<file path="config.mk">
export PLATFORM = sky130hd
export DESIGN_NAME = apb_mem_arbiter
export DESIGN_NICKNAME = d
export VERILOG_FILES = /design/src/rtl/apb_mem_arbiter.sv
export SDC_FILE = /design/constraint.sdc
export NUM_CORES = 1
export LEC_CHECK = 0
export BUFFER_PORTS_ARGS = -buffer_cell sky130_fd_sc_hd__buf_2
export CORE_AREA = 5 5 120 122
export CTS_BUF_LIST = sky130_fd_sc_hd__clkbuf_4
export DETAILED_ROUTE_END_ITERATION = 7
export DIE_AREA = 0 0 125 127
export GPL_ROUTABILITY_DRIVEN = 0
export PLACE_DENSITY = 0.52
export SETUP_SLACK_MARGIN = 0.02
export SYNTH_ARGS = -nofsm -noshare
export SYNTH_HDL_FRONTEND = slang
export SYNTH_SLANG_ARGS = --single-unit
export TNS_END_PERCENT = 50
</file>
<file path="constraint.sdc">
create_clock -name clk -period 2.9 [get_ports clk]
set_clock_uncertainty 0.2 [all_clocks]
set_input_delay 0.29 -clock clk [delete_from_list [all_inputs] [get_ports clk]]
set_output_delay 0.29 -clock clk [all_outputs]
set_load 0.1 [all_outputs]
</file>
<file path="src/rtl/apb_mem_arbiter.sv">
// Round-robin arbiter sharing one APB memory slave between instruction fetch (port 0) and data (port 1).
// Each grant is replayed downstream as SETUP/ACCESS; a watchdog ends stalled ACCESS phases with pslverr.
module apb_mem_arbiter #(
  parameter int ADDR_W  = 32,
  parameter int DATA_W  = 32,
  parameter int TIMEOUT = 16
) (
  input  logic                clk,
  input  logic                rst,
  input  logic                s0_psel,
  input  logic                s0_penable,
  input  logic                s0_pwrite,
  input  logic [ADDR_W-1:0]   s0_paddr,
  input  logic [DATA_W-1:0]   s0_pwdata,
  input  logic [DATA_W/8-1:0] s0_pstrb,
  output logic [DATA_W-1:0]   s0_prdata,
  output logic                s0_pready,
  output logic                s0_pslverr,
  input  logic                s1_psel,
  input  logic                s1_penable,
  input  logic                s1_pwrite,
  input  logic [ADDR_W-1:0]   s1_paddr,
  input  logic [DATA_W-1:0]   s1_pwdata,
  input  logic [DATA_W/8-1:0] s1_pstrb,
  output logic [DATA_W-1:0]   s1_prdata,
  output logic                s1_pready,
  output logic                s1_pslverr,
  output logic                m_psel,
  output logic                m_penable,
  output logic                m_pwrite,
  output logic [ADDR_W-1:0]   m_paddr,
  output logic [DATA_W-1:0]   m_pwdata,
  output logic [DATA_W/8-1:0] m_pstrb,
  input  logic [DATA_W-1:0]   m_prdata,
  input  logic                m_pready,
  input  logic                m_pslverr,
  output logic                grant,
  output logic                busy
);
  localparam int CNT_W = $clog2(TIMEOUT + 2);
  localparam logic [CNT_W-1:0] CNT_LAST = CNT_W'((TIMEOUT > 0) ? TIMEOUT - 1 : 0);

  typedef enum logic [1:0] {IDLE, SETUP, ACCESS} state_t;

  state_t           r_state, w_state_nxt;
  logic             r_grant, w_grant_nxt;
  logic             r_last, w_last_nxt;
  logic [CNT_W-1:0] r_cnt, w_cnt_nxt;
  logic             w_timeout, w_done, w_other_req, w_own_sel;
  logic             w_rsp_vld, w_rsp_err;
  logic [DATA_W-1:0] w_rsp_dat;
  logic             w_unused;

  // Requester penable carries no information the arbiter needs; psel alone marks a pending transfer.
  assign w_unused = s0_penable ^ s1_penable;

  assign w_timeout   = (TIMEOUT != 0) && (r_state == ACCESS) && !m_pready && (r_cnt == CNT_LAST);
  assign w_done      = (r_state == ACCESS) && (m_pready || w_timeout);
  assign w_other_req = r_grant ? s0_psel : s1_psel;
  assign w_own_sel   = r_grant ? s1_psel : s0_psel;

  always_ff @(posedge clk) begin
    if (rst) begin
      r_state <= IDLE;
      r_grant <= 1'b0;
      r_last  <= 1'b1;
      r_cnt   <= '0;
    end else begin
      r_state <= w_state_nxt;
      r_grant <= w_grant_nxt;
      r_last  <= w_last_nxt;
      r_cnt   <= w_cnt_nxt;
    end
  end

  always_comb begin
    w_state_nxt = r_state;
    w_grant_nxt = r_grant;
    w_last_nxt  = r_last;
    w_cnt_nxt   = r_cnt;
    case (r_state)
      IDLE: begin
        if (s0_psel || s1_psel) begin
          w_grant_nxt = (s0_psel && s1_psel) ? ~r_last : s1_psel;
          w_state_nxt = SETUP;
        end
      end
      SETUP: begin
        w_state_nxt = ACCESS;
        w_cnt_nxt   = '0;
      end
      ACCESS: begin
        if (w_done) begin
          w_last_nxt = r_grant;
          // The finishing port's psel is stale this cycle, so only the other port can be handed the bus.
          if (w_other_req) begin
            w_grant_nxt = ~r_grant;
            w_state_nxt = SETUP;
          end else begin
            w_state_nxt = IDLE;
          end
        end else begin
          w_cnt_nxt = r_cnt + CNT_W'(1);
        end
      end
      default: w_state_nxt = IDLE;
    endcase
  end

  assign busy      = (r_state != IDLE);
  assign grant     = r_grant;
  assign m_psel    = busy;
  assign m_penable = (r_state == ACCESS);
  assign m_pwrite  = busy && (r_grant ? s1_pwrite : s0_pwrite);
  assign m_paddr   = !busy ? '0 : (r_grant ? s1_paddr  : s0_paddr);
  assign m_pwdata  = !busy ? '0 : (r_grant ? s1_pwdata : s0_pwdata);
  assign m_pstrb   = !busy ? '0 : (r_grant ? s1_pstrb  : s0_pstrb);

  // A requester that dropped psel mid-transfer gets no response.
  assign w_rsp_vld = w_done && w_own_sel;
  assign w_rsp_dat = w_timeout ? '0 : m_prdata;
  assign w_rsp_err = w_timeout || m_pslverr;

  assign s0_pready  = w_rsp_vld && !r_grant;
  assign s0_pslverr = w_rsp_vld && !r_grant && w_rsp_err;
  assign s0_prdata  = (w_rsp_vld && !r_grant) ? w_rsp_dat : '0;
  assign s1_pready  = w_rsp_vld && r_grant;
  assign s1_pslverr = w_rsp_vld && r_grant && w_rsp_err;
  assign s1_prdata  = (w_rsp_vld && r_grant) ? w_rsp_dat : '0;

endmodule

</file>
== Word level (Yosys, flattened, before mapping) ==
Cells that the tools add are included.

* $add $sub $neg: 1
* Bitwise operators: 2
* Reductions and logical operators: 23
* Eq/ne operators: 7
* Muxes and demuxes: 23

{| class="wikitable"
|+ Operators with widths
! operator !! number
|-
| $mux 32 || 7
|-
| $logic_and 1x1->1 || 10
|-
| $pmux 5 s2 || 1
|-
| $mux 1 || 8
|-
| $mux 4 || 2
|-
| $pmux 2 s3 || 1
|-
| $reduce_and 2->1 || 3
|-
| $reduce_bool 2->1 || 3
|-
| $add 5x1->5 const B || 1
|-
| $eq 5x4->1 const B || 1
|-
| $mux 5 || 1
|-
| $mux 2 || 2
|-
| $ne 2x1->1 const B || 2
|-
| $ne 2x2->1 const B || 2
|-
| $reduce_and 4->1 || 1
|-
| $logic_or 1x1->1 || 3
|-
| $eq 2x1->1 const B || 1
|-
| $eq 2x2->1 const B || 1
|-
| $logic_not 1->1 || 2
|-
| $logic_not 2->1 || 1
|-
| $not 1->1 || 2
|-
| $pmux 1 s2 || 1
|}

* Word-level logic and storage cells: 60
* Register bits after elaboration: 9
* Output and inout bits: 141
* Bits of input ports: 178

== Logic depth before layout (Yosys ltp) ==
* Depth after elaboration: 8
* Gate-level depth with buffers: 8
* Depth with buffers taken out: 7

== Worst setup path after synthesis ==
Ideal clock, no wire load.

* Path kind: register to output
* From: reg r_grant, in the netlist grant
* To: out m_paddr[0]
* Data required time: 2.410 ns
* Cell stages (with the launch flop): 5
* Arrival: 2.967 ns
* Setup slack: -0.557 ns
* Buffers on the path: 2
* Cell sequence: dfxtp_1 -> clkbuf_1 -> buf_2 -> mux2i_1 -> nor2_1

* Cells in the longest elaborated chain, start to end: 2

{| class="wikitable"
|+ RTL lines
! element !! RTL line !! text
|-
| start: declaration || 46 || <nowiki>logic r_grant, w_grant_nxt;</nowiki>
|-
| start signal: assignment || 70 || <nowiki>r_grant <= w_grant_nxt;</nowiki>
|-
| $mux 32 (2 in a row) || 115 || <nowiki>assign m_paddr = !busy ? '0 : (r_grant ? s1_paddr : s0_paddr);</nowiki>
|-
| end: declaration || 31 || <nowiki>output logic [ADDR_W-1:0] m_paddr,</nowiki>
|}

No other way between the ends.

== Final worst setup path ==
* From: reg r_cnt[0]
* To: out s1_prdata[26]

* Cells in the longest elaborated chain, start to end: 7
* Elaborated cells between the ends (all ways): 8
* Classes of those cells: 1 x eq/ne; 2 x mux; 5 x reduce/logical

{| class="wikitable"
|+ RTL lines
! element !! RTL line !! text
|-
| start: declaration || 48 || <nowiki>logic [CNT_W-1:0] r_cnt, w_cnt_nxt;</nowiki>
|-
| start signal: assignment || 72 || <nowiki>r_cnt <= w_cnt_nxt;</nowiki>
|-
| $eq 5x4->1 * || 57 || <nowiki>assign w_timeout = (TIMEOUT != 0) && (r_state == ACCESS) && !m_pready && (r_cnt == CNT_LAST);</nowiki>
|-
| $logic_and 1x1->1 * || 57 ||
|-
| $logic_or 1x1->1 || 58 || <nowiki>assign w_done = (r_state == ACCESS) && (m_pready || w_timeout);</nowiki>
|-
| $logic_and 1x1->1 || 58 ||
|-
| $logic_and 1x1->1 || 120 || <nowiki>assign w_rsp_vld = w_done && w_own_sel;</nowiki>
|-
| $logic_and 1x1->1 || 129 || <nowiki>assign s1_prdata = (w_rsp_vld && r_grant) ? w_rsp_dat : '0;</nowiki>
|-
| $mux 32 * || 129 ||
|-
| end: declaration || 25 || <nowiki>output logic [DATA_W-1:0] s1_prdata,</nowiki>
|}

Mark *: on every way between the ends. The rest lies on a longest branch, timed or not.

==> results_dict.tcl <==
set metrics [dict create \
    run_status "completed" \
    seq_area_sq_um 184 \
    maxSlewViolCount 0 \
    path_buf_inv 2 \
    rsz0062_at_grt "yes" \
    cp_slowest_stage_delay_ns 0.38 \
    post_drt_wl_per_cell_um 14.4 \
    syn_nets 506 \
    synth_top_area_share_pct 35.3 \
    min_period_ns 2.77 \
    path_max_fanout 17 \
    via_count 3298 \
    hp-class "in2reg" \
    die_h_um 127 \
    p_leak_nw 2.52 \
    nNetsFinal 812 \
    insertedDiodeCount 0 \
    hold_viol_final 0 \
    cts-buffers-inserted 3 \
    powerDensity_mw_per_mm2 349 \
    dr.first_iter.drc_count 91 \
    clock_latency_ns 0.26 \
    grt_usage_pct 13.7 \
    tightest_slew_ns 0.524 \
    hold_ws_ns 0.116 \
    postCtsHoldBufs 0 \
    fmax_mhz 361 \
    route.final.wire_length_um 11600 \
    syn_avg_cell_area_sq_um 6.00 \
    ir_drop_mv 0.247 \
    die_w_um 125 \
    via_per_inst 4.09 \
    clock_sinks 9 \
    ys.warnings.count 0 \
    clk_path_buf_depth 2 \
    antenna_found_initial 0 \
    relSlewSlack_pct 65.3 \
    synth_seq_cells 9 \
    dp.final_hpwl_um 10300 \
    synthCells 326 \
    cts_tree "done" \
    synth_edf_count 0 \
    synth-seq-area-share_pct 9.21 \
    cts-root-buf "clkbuf_4" \
    grt_max_degree 35 \
    synthTopCellsByArea "mux2i_1 35%, nor2_1 28%, dfxtp_1 9.2%" \
    multi_input_area_sq_mm 0.00220 \
    synth_cell_type_count 32 \
    cp.required_ns 2.41 \
    area_delta_synth_final_pct 178 \
    io_pins 319 \
    worst_setup_path_end_kind "output port" \
    async_flop_share_pct 0 \
    core_sq_mm 0.0131 \
    slowest_stage "dfxtp_1" \
    drc 0 \
    yosys.cell_count.top_type "nor2_1" \
    path_cells "ha_1 -> and3_1 -> ha_1 -> nor2_2 -> and2b_2 -> nand3_4 -> buf_12 -> nor2_1 -> buf_12" \
    cap_violations 0 \
    fillCellCount 1341 \
    rows 42 \
    io_buffer_count 316 \
    clk_pin_slew_ns 0.07 \
    dp_cells 802 \
    drive_gt1_share_pct 68.1 \
    finalNonFillerCells 807 \
    grt_pass1_wl_um 18200 \
    critPathTopFamily "simple AND/OR/NAND/NOR gates" \
    setup_viol 0 \
    min_period_over_period_pct 95.6 \
    initial_utilization_pct 15.0 \
    synth-main-ff-cell "dfxtp_1" \
    grt_pass1_vias 3354 \
    dr.pass1.iters 4 \
    ctsHtreeMaxLevel 1 \
    critical_path_arrival_ns 2.28 \
    path_class "reg2out" \
    ant_nets 0 \
    synth_common_cells "146 x nor2_1, 69 x mux2i_1, 34 x nand2_1" \
    dieArea_sq_mm 0.0159 \
    grt_overflow 0 \
    syn-cell-area_sq_mm 0.00196 \
    start_kind "register" \
    synth_area_leader_cell "mux2i_1" \
]
-- cells in the final DEF (no fill, tap or decap), types with 5 or more instances in the layout --
master	synthesis	routed
buf_4	1	6
dfxtp_1	9	8
nor2_1	146	56
nor2_2	0	23
nor2_4	0	67
a21oi_1	5	5
nand2_1	34	34
mux2i_1	69	69
buf_12	0	75
buf_2	16	248
-- logic make-up (layout without fill, tap and decap cells) --
family,after synthesis,after routing,share of synthesized area (%)
and+or+nand+nor,201,201,42.3
muxes,69,69,35.3
adders and majority gates,2,2,1.28
buffers and inverters,32,337,7.35
DFF,9,9,9.21
AOI/OAI and AO/OA,13,13,4.54
-- sequential cells by signal (all words and copies together), names as in the netlist --
register / flops
r_cnt: 5
r_state: 2
grant: 1
r_last: 1
-- stage by stage --
| stage | setup WS (ns) | setup TNS, ns | utilization (%) | total power, mW | instance area (sq um) |
|---|---|---|---|---|---|
| final | 0.129 | 0 | 41.6 | 1.90 | 5440 |
| after floorplan | -0.536 | -28.90 | - | 1.47 | 2450 |
| after global placement | 0.193 | 0 | 40.7 | 1.80 | 5330 |
| after CTS | 0.0777 | 0 | 41.1 | 1.92 | 5380 |
| after global routing | -0.00761 | -0.0291 | 41.6 | 1.99 | 5440 |
| after detailed placement | 0.151 | 0 | 40.7 | 1.80 | 5330 |
-- worst paths after layout --
check,endpoint,depth (start not counted),startpoint,slack (ns)
max reg2reg,r_cnt[2]$_SDFFE_PP0P_,7,r_cnt[0]$_SDFFE_PP0P_,0.59
max,s1_prdata[26],9,r_cnt[0]$_SDFFE_PP0P_,0.13
min reg2reg,r_cnt[3]$_SDFFE_PP0P_,1,r_cnt[3]$_SDFFE_PP0P_,0.28
min,r_cnt[3]$_SDFFE_PP0P_,2,rst,0.12
-- final cells by class --
class | instances | area share, %
clock buffers | 4 | 0.552
inverters | 4 | 0.276
multi-input cells | 285 | 40.5
flip-flops and latches | 9 | 3.38
well taps | 176 | 4.05
repair buffers | 329 | 51.3
-- worst reg2reg max path, stage by stage, from the launching register on --
cell	delay, ns
dfxtp_1	0.34
ha_1	0.23
and3_1	0.19
ha_1	0.21
or4b_1	0.61
and2_4	0.22
o21ai_1	0.12
a21oi_1	0.07
-- metal layers --
layer	up-vias	track usage [%]	wire length, um
met5	-	0	0
met4	0	1.72	20
met3	2	4.01	1100
met2	198	24.1	5720
met1	1418	17.1	4760
li1	1680	-	-
-- report_power, final --
part           total [mW]  internal [mW]  switching (mW)
combinational        1.64          0.393            1.25
sequential          0.152          0.129          0.0226
clock               0.108         0.0624          0.0453
-- timing repair --
| action | in CTS | in global routing |
|---|---|---|
| hold endpoints to repair | 0 | 0 |
| setup buffers | 1 | 0 |
| setup endpoints to repair | 23 | 67 |
| pin swaps | 1 | 0 |
| resized for setup | 1 | 23 |
No activity file was read; power rests on OpenSTA's default activity.
